$ cat src/rtl/mc_control_pkg.sv
// Shared definitions for the multi-cycle MIPS control unit: ALU control codes,
// opcode/funct constants, datapath mux encodings, FSM state encoding, and
// small decode helpers reused by the ALU decoder.
package mc_control_pkg;

  // ALU control codes, shared with the ALU itself
  localparam logic [3:0] ALU_AND = 4'b0000;
  localparam logic [3:0] ALU_OR  = 4'b0001;
  localparam logic [3:0] ALU_ADD = 4'b0010;
  localparam logic [3:0] ALU_SUB = 4'b0110;
  localparam logic [3:0] ALU_SLT = 4'b0111;
  localparam logic [3:0] ALU_NOR = 4'b1100;
  localparam logic [3:0] ALU_XOR = 4'b1101;

  // Primary opcodes (IR[31:26])
  localparam logic [5:0] OP_RTYPE = 6'b000000;
  localparam logic [5:0] OP_J     = 6'b000010;
  localparam logic [5:0] OP_BEQ   = 6'b000100;
  localparam logic [5:0] OP_BNE   = 6'b000101;
  localparam logic [5:0] OP_ADDI  = 6'b001000;
  localparam logic [5:0] OP_SLTI  = 6'b001010;
  localparam logic [5:0] OP_ANDI  = 6'b001100;
  localparam logic [5:0] OP_ORI   = 6'b001101;
  localparam logic [5:0] OP_XORI  = 6'b001110;
  localparam logic [5:0] OP_LW    = 6'b100011;
  localparam logic [5:0] OP_SW    = 6'b101011;

  // R-type function codes (IR[5:0])
  localparam logic [5:0] FN_ADD = 6'b100000;
  localparam logic [5:0] FN_SUB = 6'b100010;
  localparam logic [5:0] FN_AND = 6'b100100;
  localparam logic [5:0] FN_OR  = 6'b100101;
  localparam logic [5:0] FN_XOR = 6'b100110;
  localparam logic [5:0] FN_NOR = 6'b100111;
  localparam logic [5:0] FN_SLT = 6'b101010;

  // ALU operand B select
  localparam logic [1:0] SRCB_REGB    = 2'b00;
  localparam logic [1:0] SRCB_FOUR    = 2'b01;
  localparam logic [1:0] SRCB_IMM     = 2'b10;
  localparam logic [1:0] SRCB_IMM_SH2 = 2'b11;

  // PC source select
  localparam logic [1:0] PCSRC_ALU    = 2'b00;
  localparam logic [1:0] PCSRC_ALUOUT = 2'b01;
  localparam logic [1:0] PCSRC_JUMP   = 2'b10;

  // Control FSM state encoding
  typedef enum logic [3:0] {
    S_FETCH    = 4'd0,
    S_DECODE   = 4'd1,
    S_MEM_ADDR = 4'd2,
    S_MEM_RD   = 4'd3,
    S_MEM_WB   = 4'd4,
    S_MEM_WR   = 4'd5,
    S_R_EXEC   = 4'd6,
    S_R_WB     = 4'd7,
    S_I_EXEC   = 4'd8,
    S_I_WB     = 4'd9,
    S_BRANCH   = 4'd10,
    S_JUMP     = 4'd11
  } state_e;

  // States that own the shared memory port and may stall on mem_ready
  function automatic logic is_mem_state(input state_e s);
    return (s == S_FETCH) || (s == S_MEM_RD) || (s == S_MEM_WR);
  endfunction

  // ALU code for a supported R-type funct; unsupported functs map to AND
  // but are never executed because DECODE rejects them.
  function automatic logic [3:0] r_alu_ctl(input logic [5:0] fn);
    logic [3:0] ctl;
    case (fn)
      FN_ADD:  ctl = ALU_ADD;
      FN_SUB:  ctl = ALU_SUB;
      FN_AND:  ctl = ALU_AND;
      FN_OR:   ctl = ALU_OR;
      FN_XOR:  ctl = ALU_XOR;
      FN_NOR:  ctl = ALU_NOR;
      FN_SLT:  ctl = ALU_SLT;
      default: ctl = ALU_AND;
    endcase
    return ctl;
  endfunction

  // ALU code for an immediate-form opcode
  function automatic logic [3:0] i_alu_ctl(input logic [5:0] op);
    logic [3:0] ctl;
    case (op)
      OP_ADDI: ctl = ALU_ADD;
      OP_ANDI: ctl = ALU_AND;
      OP_ORI:  ctl = ALU_OR;
      OP_XORI: ctl = ALU_XOR;
      OP_SLTI: ctl = ALU_SLT;
      default: ctl = ALU_AND;
    endcase
    return ctl;
  endfunction

  // True when the opcode/funct pair names an instruction this core runs
  function automatic logic insn_legal(input logic [5:0] op, input logic [5:0] fn);
    logic ok;
    case (op)
      OP_RTYPE: begin
        case (fn)
          FN_ADD, FN_SUB, FN_AND, FN_OR,
          FN_XOR, FN_NOR, FN_SLT: ok = 1'b1;
          default:                ok = 1'b0;
        endcase
      end
      OP_LW, OP_SW, OP_BEQ, OP_BNE, OP_J,
      OP_ADDI, OP_ANDI, OP_ORI, OP_XORI, OP_SLTI: ok = 1'b1;
      default: ok = 1'b0;
    endcase
    return ok;
  endfunction

endpackage

$ cat src/rtl/mc_control_alu_decode.sv
// Combinational ALU-control and legality decode from opcode, funct and the
// current control state. Kept separate so a pipelined control can reuse it.
module alu_decode
  import mc_control_pkg::*;
(
  input  logic [5:0] opcode_i,
  input  logic [5:0] funct_i,
  input  state_e     state_i,
  output logic [3:0] alu_ctl_o,
  output logic       illegal_o
);

  // Select the ALU operation for the current state and flag bad encodings in DECODE
  always_comb begin
    alu_ctl_o = ALU_AND;
    illegal_o = 1'b0;
    case (state_i)
      S_FETCH, S_DECODE, S_MEM_ADDR: alu_ctl_o = ALU_ADD;
      S_R_EXEC, S_R_WB:              alu_ctl_o = r_alu_ctl(funct_i);
      S_I_EXEC:                      alu_ctl_o = i_alu_ctl(opcode_i);
      S_BRANCH:                      alu_ctl_o = ALU_SUB;
      default:                       alu_ctl_o = ALU_AND;
    endcase
    if ((state_i == S_DECODE) && !insn_legal(opcode_i, funct_i)) begin
      illegal_o = 1'b1;
    end
  end

endmodule

$ cat src/rtl/mc_control.sv
// Multi-cycle MIPS control unit. Walks each instruction through fetch,
// decode, execute, memory and writeback, drives the datapath selects and
// write strobes, and bounds every wait on the shared memory port.
// MEM_TIMEOUT must be at least 1.
module mc_control
  import mc_control_pkg::*;
#(
  parameter int unsigned MEM_TIMEOUT = 255
)
(
  input  logic       clk,
  input  logic       rst_n,
  input  logic [5:0] opcode,
  input  logic [5:0] funct,
  input  logic       alu_z,
  input  logic       mem_ready,
  output logic [3:0] alu_ctl,
  output logic       alu_src_a,
  output logic [1:0] alu_src_b,
  output logic       i_or_d,
  output logic       mem_read,
  output logic       mem_write,
  output logic       ir_write,
  output logic       pc_write,
  output logic [1:0] pc_source,
  output logic       reg_write,
  output logic       reg_dst,
  output logic       mem_to_reg,
  output logic       illegal,
  output logic       bus_err
);

  // The counter only has to hold MEM_TIMEOUT-1: the wait cycle that would
  // reach MEM_TIMEOUT is the one that aborts.
  localparam int unsigned CNT_W = (MEM_TIMEOUT < 2) ? 1 : $clog2(MEM_TIMEOUT);
  localparam logic [CNT_W-1:0] CNT_LAST = CNT_W'(MEM_TIMEOUT - 1);
  localparam logic [CNT_W-1:0] CNT_ONE  = CNT_W'(1);

  state_e           state_q, state_d;
  logic [CNT_W-1:0] wait_cnt_q, wait_cnt_d;
  logic             timeout;
  logic             decode_illegal;

  alu_decode u_alu_decode (
    .opcode_i  (opcode),
    .funct_i   (funct),
    .state_i   (state_q),
    .alu_ctl_o (alu_ctl),
    .illegal_o (decode_illegal)
  );

  assign illegal = decode_illegal;

  // A memory state times out on its MEM_TIMEOUT-th stalled cycle; mem_ready wins
  assign timeout = is_mem_state(state_q) && !mem_ready && (wait_cnt_q == CNT_LAST);

  // State register and memory wait counter
  always_ff @(posedge clk or negedge rst_n) begin
    if (!rst_n) begin
      state_q    <= S_FETCH;
      wait_cnt_q <= '0;
    end else begin
      state_q    <= state_d;
      wait_cnt_q <= wait_cnt_d;
    end
  end

  // Wait counter restarts whenever the FSM moves on or a timeout aborts the access
  always_comb begin
    wait_cnt_d = wait_cnt_q;
    if (timeout || (state_d != state_q)) begin
      wait_cnt_d = '0;
    end else if (is_mem_state(state_q) && !mem_ready) begin
      wait_cnt_d = wait_cnt_q + CNT_ONE;
    end
  end

  // Next-state logic and Moore output decode, qualified by mem_ready, alu_z and timeout
  always_comb begin
    state_d    = state_q;
    alu_src_a  = 1'b0;
    alu_src_b  = SRCB_REGB;
    i_or_d     = 1'b0;
    mem_read   = 1'b0;
    mem_write  = 1'b0;
    ir_write   = 1'b0;
    pc_write   = 1'b0;
    pc_source  = PCSRC_ALU;
    reg_write  = 1'b0;
    reg_dst    = 1'b0;
    mem_to_reg = 1'b0;
    bus_err    = 1'b0;

    case (state_q)
      S_FETCH: begin
        alu_src_b = SRCB_FOUR;
        mem_read  = 1'b1;
        if (mem_ready) begin
          ir_write = 1'b1;
          pc_write = 1'b1;
          state_d  = S_DECODE;
        end else if (timeout) begin
          mem_read = 1'b0;
          bus_err  = 1'b1;
          state_d  = S_FETCH;
        end
      end

      S_DECODE: begin
        alu_src_b = SRCB_IMM_SH2;
        if (decode_illegal) begin
          state_d = S_FETCH;
        end else begin
          case (opcode)
            OP_RTYPE:    state_d = S_R_EXEC;
            OP_LW, OP_SW: state_d = S_MEM_ADDR;
            OP_BEQ, OP_BNE: state_d = S_BRANCH;
            OP_J:        state_d = S_JUMP;
            default:     state_d = S_I_EXEC;
          endcase
        end
      end

      S_MEM_ADDR: begin
        alu_src_a = 1'b1;
        alu_src_b = SRCB_IMM;
        state_d   = (opcode == OP_LW) ? S_MEM_RD : S_MEM_WR;
      end

      S_MEM_RD: begin
        i_or_d   = 1'b1;
        mem_read = 1'b1;
        if (mem_ready) begin
          state_d = S_MEM_WB;
        end else if (timeout) begin
          mem_read = 1'b0;
          bus_err  = 1'b1;
          state_d  = S_FETCH;
        end
      end

      S_MEM_WB: begin
        reg_write  = 1'b1;
        mem_to_reg = 1'b1;
        state_d    = S_FETCH;
      end

      S_MEM_WR: begin
        i_or_d    = 1'b1;
        mem_write = 1'b1;
        if (mem_ready) begin
          state_d = S_FETCH;
        end else if (timeout) begin
          mem_write = 1'b0;
          bus_err   = 1'b1;
          state_d   = S_FETCH;
        end
      end

      S_R_EXEC: begin
        alu_src_a = 1'b1;
        alu_src_b = SRCB_REGB;
        state_d   = S_R_WB;
      end

      S_R_WB: begin
        reg_write = 1'b1;
        reg_dst   = 1'b1;
        state_d   = S_FETCH;
      end

      S_I_EXEC: begin
        alu_src_a = 1'b1;
        alu_src_b = SRCB_IMM;
        state_d   = S_I_WB;
      end

      S_I_WB: begin
        reg_write = 1'b1;
        state_d   = S_FETCH;
      end

      S_BRANCH: begin
        alu_src_a = 1'b1;
        alu_src_b = SRCB_REGB;
        pc_source = PCSRC_ALUOUT;
        pc_write  = ((opcode == OP_BEQ) && alu_z) || ((opcode == OP_BNE) && !alu_z);
        state_d   = S_FETCH;
      end

      S_JUMP: begin
        pc_write  = 1'b1;
        pc_source = PCSRC_JUMP;
        state_d   = S_FETCH;
      end

      default: begin
        state_d = S_FETCH;
      end
    endcase
  end

endmodule

$ cat config.mk
export PLATFORM = sky130hd
export DESIGN_NAME = mc_control
export DESIGN_NICKNAME = d
export VERILOG_FILES = /design/src/rtl/mc_control_pkg.sv /design/src/rtl/mc_control_alu_decode.sv /design/src/rtl/mc_control.sv
export SDC_FILE = /design/constraint.sdc
export NUM_CORES = 1
export LEC_CHECK = 0
export CAP_MARGIN = 10
export CORE_MARGIN = 3
export CORE_UTILIZATION = 47
export DETAILED_ROUTE_END_ITERATION = 6
export PLACE_DENSITY = 0.82
export SYNTH_ARGS = -nofsm -noshare
export SYNTH_HDL_FRONTEND = slang
export SYNTH_SLANG_ARGS = --single-unit
$ cat constraint.sdc
create_clock -name clk -period 3.2 [get_ports clk]
set_clock_uncertainty 0.15 [all_clocks]
set_input_delay 0.96 -clock clk [delete_from_list [all_inputs] [get_ports clk]]
set_output_delay 0.96 -clock clk [all_outputs]
set_load 0.01 [all_outputs]
; ---- Yosys cells after proc, flatten, opt, wreduce, memory -nomap -nowiden
; Index checks and enable logic that the tools add are counted.
[classes]
n_eq_ne = 30
reduce_logical = 27
muxes = 33
add_sub_neg = 1
[op_table]
columns = cell, n
row1 = "6-bit == test, second input constant", 9
row2 = 4-bit case mux with 4 select lines, 3
row3 = "6-bit by 4-bit == test with 1-bit output, second input constant", 5
row4 = 4-bit case mux with 7 select lines, 1
row5 = 4-bit case mux with 6 select lines, 1
row6 = 4-bit two-way mux, 5
row7 = "4-bit by 3-bit == test with 1-bit output, second input constant", 4
row8 = "4-bit == test, second input constant", 4
row9 = 1-bit two-way mux, 16
row10 = 8-bit two-way mux, 2
row11 = "6-bit by 3-bit == test with 1-bit output, second input constant", 2
row12 = 2-bit OR reduction, 6
row13 = 10-bit OR reduction, 1
row14 = 3-bit OR reduction, 3
row15 = "8-bit by 1-bit adder with 8-bit output, second input constant", 1
row16 = "4-bit by 2-bit == test with 1-bit output, second input constant", 2
row17 = "8-bit == test, second input constant", 1
row18 = 7-bit OR reduction, 1
row19 = "6-bit by 2-bit == test with 1-bit output, second input constant", 1
row20 = 6-bit logical NOT, 1
row21 = 2-bit case mux with 3 select lines, 1
row22 = 1-bit logical AND, 5
row23 = "4-bit by 1-bit == test with 1-bit output, second input constant", 1
row24 = 4-bit logical NOT, 1
row25 = other kinds (9), 14
[word_totals]
word_cells = 93
ff_bits = 12
inputBits = 16
out_inout_bits = 19

; ---- Longest topological paths before layout
[logic_depth]
ltp_word = 12
ltp_mapped = 7
depth_no_buf = 7

; ---- By module
; Synthesis repeated with hierarchy kept, for this count alone.
[hier_totals]
hier_cells = 148
hier_area_um2 = 1133.6
[modules_own_cells]
columns = module, area_per_inst_um2, instances, cells_per_inst, seq_area_each_um2
row1 = mc_control, 883.3, 1, 107, 300.3
row2 = alu_decode, 250.2, 1, 41, 0.0

; ---- Worst setup path before layout
; OpenSTA, ideal clock, no wires.
[synth_path]
kind = input port to output port
startpoint = input opcode[2]
endpoint = output illegal
arrival_ps = 1956
path_slack_ps = 134
n_path_buf = 1
cell_stages = 5
required_time_ps = 2090
path_cell_list = buf_2 nor2b_1 a21oi_1 o311ai_0 nor2_1
[synth_between]
elab_chain_len = 6
word_cells_on_any_way = 16
cone_classes = eq/ne: 10 / mux: 2 / reduce/logical: 4
[synth_rtl]
columns = item, line
row1 = from (decl), mc_control.sv:13  ; input logic [5:0] opcode,
row2 = "6-bit == test, or another cell as far along", mc_control_pkg.sv:103  ; case (op)
row3 = 10-bit OR reduction, mc_control_pkg.sv:103
row4 = 1-bit case mux with 2 select lines *, mc_control_pkg.sv:103
row5 = 1-bit logical NOT *, mc_control_alu_decode.sv:24  ; if ((state_i == S_DECODE) && !insn_legal(opcode_i, funct_i)) begin
row6 = 1-bit logical AND *, mc_control_alu_decode.sv:24
row7 = 1-bit two-way mux *, mc_control_alu_decode.sv:24
row8 = to (decl), mc_control.sv:29  ; output logic illegal,
; Mark *: on every way between the ends. The rest lies on a longest branch, timed or not.

; ---- Worst setup path in the final report
[layout_path]
startpoint = input opcode[2]
endpoint = output alu_ctl[0]
[layout_between]
elab_chain_len = 3
word_cells_on_any_way = 6
cone_classes = eq/ne: 4 / mux: 2
[layout_rtl]
columns = item, line
row1 = 6-bit by 4-bit == test with 1-bit output, mc_control_pkg.sv:89  ; case (op)
row2 = 4-bit case mux with 4 select lines *, mc_control_pkg.sv:89
row3 = 4-bit case mux with 4 select lines *, mc_control_alu_decode.sv:17  ; case (state_i)
row4 = to (decl), mc_control.sv:17  ; output logic [3:0] alu_ctl,
; Marked as above.

==> results.md <==
* Die width at 55.5 um
* Max Cap Viol at 0
* Core area at 2280 um^2
* Post-synthesis adder-cell area fraction at 0.0217
* Synth async-reset ratio at 1.00
* Final setup viols at 1
* Rel. slew slack at 0.633
* Non-Filler Instances at 254
* Fin nets at 245
* Die Ht at 55.5 um
* Final hold violation count at 0
* Fmax at 0.312 GHz
* Clock root buffer: clkbuf_4
* Critical path launch point type: input port
* Final HPWL DP at 3160 um
* Initial Util at 0.506
* Maximum clock path buffer count at 2
* Share of layout cells above drive strength 1 at 0.296
* Wire length per cell at 17.6 um
* Slowest stage cell, crit path: dlygate4sd2_1
* Final hold slack at 344 ps
* Worst hold path class: flip-flop to flip-flop
* Total Power at 0.780 mW
* CP Class: input port to output port
* Commonest cells in the netlist: nor2_1 (28), nand2_1 (20), dfrtp_1 (12)
* Synth Area in XOR/XNOR at 0.0457
* Power density over the cells at 428 nW/um^2
* YS warnings at 0
* Clk pwr share at 0.156
* Worst slack, placed at -772 ps
* HP Start: wait_cnt_q[0]
* Post-synth EDFFs at 0
* Rows at 17
* Number of distinct library cells after synthesis at 45
* Initial DRC count at 84
* Flop pwr share at 0.266
* First-pass GRT wire length at 6960 um
* Internal Pwr Total at 0.448 mW
* Main combinational cell family by area after synthesis: simple AND/OR/NAND/NOR gates
* Drt first pass iters at 4
* Worst skew pair latency at 280 ps
* All-Layer GR Usage at 0.274
* TritonCTS clock tree: yes
* Reg clk slew, reported paths at 80 ps
* Synth Instances at 162
* Switching power at 0.332 mW
* Layer with the highest usage: met2
* Met1 Resource Use GR at 0.314
* Final critical-path required period at 3210 ps
* Synth top area share at 0.261
* Crit-path max FO at 4
* Placed Cells incl. Taps at 246
* Max-slew violation count at 0
* Worst-path cell chain: dlygate4sd2_1, nor2b_4, buf_4, a21oi_1, o21ai_0, clkdlybuf4s15_2
* Met3 global-route usage at 0.0467
* Post-route setup slack at -6.26 ps
* #FFs+latches synth at 12
* Worst Path Required at 2090 ps
* Initial antenna violation count at 0
* Total wire length at 4470 um
* IO buf count at 34
* Crit-path max cell delay at 290 ps
* VDD IR-drop max at 412 uV
* Worst EP arrival at 2100 ps
* Switching share of power at 0.426
* Area grow syn2layout at 58.4%
* ANT nets after route at 0
* Leading post-synthesis cells by cell area: dfrtp_1 (26%), nor2_1 (9.1%), nand2_1 (6.5%), nor2b_1 (3.8%), xnor2_1 (3.8%)
* Die area at 3080 um^2
* CTS buffer count at 3
* Register area share after synthesis at 0.261
* Crit. Startpoint: opcode[2]
* Final Cycle Share at 1.00
* M2 GR Usage at 0.493
* Failing checks: negative setup slack
* CTS Hold Bufs at 0
* Vias per std cell at 6.19
* Crit. End Element: output port
* Synth Area in Simple Gates at 0.418
* H-tree depth at 1
* Global route overflow at 0
* Most instantiated library cell after synthesis: nor2_1
* Complex-gate fraction of the synthesized area at 0.200
* Antenna diodes at 0
* Worst slew pin tran at 549 ps
* Syn avg cell area at 7.11 um^2
* Vias in the first global route at 1508
* IO Pins at 35
* Largest net degree at the start of global routing at 13
* Residual DRC at 0
* TNS Setup at -6.26 ps
* CP delay by family, top: buffers and inverters
* Top_reg_cell synth: dfrtp_1
* Clock sink total at 12
* Via count at 1573
* Syn Nets at 180
* Lkg Pwr at 0.859 nW
* Multiplexer share of the synthesized area at 0.00870
* Placer congestion estimate at 0.924
* Area of the mapped netlist at 1150 um^2
* Combinational fraction of design power at 0.579
* Top cell type by total area after synthesis: dfrtp_1
* R2r startpoint: state_q[0]
* CP Buf/Inv Count at 3
* Status: complete, but fails checks
## path summary, 6_finish.rpt
path                                 end  slack, ps  cells after the start
setup / recovery              alu_ctl[0]         -6                      6
max in group asynchronous     state_q[2]       1650                      1
setup reg to reg           wait_cnt_q[5]       1220                      6
hold reg to reg            wait_cnt_q[0]        340                      1
hold / removal             wait_cnt_q[0]        340                      1
min in group asynchronous  wait_cnt_q[1]        880                      1
## metrics by stage
stage / cell area, um^2 / util
2_1_floorplan: 1150 / -
3_3_place_gp: 1710 / 0.752
3_5_place_dp: 1710 / 0.752
4_1_cts: 1810 / 0.795
5_1_grt: 1820 / 0.801
6_report: 1820 / 0.801
## kinds of logic after synthesis
logic type                 count (synthesis)
AOI/OAI and AO/OA                         33
and+or+nand+nor                           95
muxes                                      1
DFF                                       12
buffers and inverters                     13
adders and majority gates                  2
xor gates and xnor gates                   6
## worst register-to-register path, delay by kind of cell (launching register included)
kind                      cells  cell delay [ps]
DFF                           1              500
xor gates and xnor gates      1              170
buffers and inverters         1              190
AOI/OAI and AO/OA             1              200
and+or+nand+nor               3              680
## routing by layer
layer  up-vias  part of all wire  wire length [um]
met4         0             0.047               210
met5         -                 0                 0
li1        703                 -                 -
met2        95              0.51              2280
met3        18             0.065               291
met1       757              0.38              1700
## placed cells by master (no fill, tap or decap), drive strengths merged, types with 4 or more instances in the layout
| master | n |
|---|---|
| buf | 38 |
| nor2 | 30 |
| nand2 | 20 |
| dfrtp | 12 |
| clkdlybuf4s50 | 10 |
| dlygate4sd2 | 9 |
| nor3 | 8 |
| o21ai | 8 |
| clkbuf | 8 |
| inv | 7 |
| a21oi | 7 |
| nor2b | 7 |
| nand2b | 6 |
| nand3 | 6 |
| xnor2 | 5 |
| nand4 | 4 |
## power groups by stage
stage               Clock, mW  Sequential, mW  Combinational, mW
floorplan                   0           0.186              0.243
global placement            0           0.205              0.422
detailed placement          0           0.206              0.438
CTS                     0.121           0.205              0.437
global route            0.132           0.211              0.481
finish                  0.121           0.207              0.452
## state kept, by name, summed over array words and instances, names as in the netlist
| signal | count |
|---|---|
| wait_cnt_q | 8 |
| state_q | 4 |
## repair_timing
action	CTS	global route
setup buffers	4	0
pin swaps	10	13
endpoints found under the setup margin	10	8
resized for setup	61	22
## layout make-up
type | count | area [um^2]
multi-input cells | 137 | 888
repair buffers | 66 | 537
fillers | 155 | 453
flip-flops and latches | 12 | 300
clock buffers | 4 | 36.3
well taps | 28 | 35.0
inverters | 7 | 26.3
(Power assumes the default switching activity.)
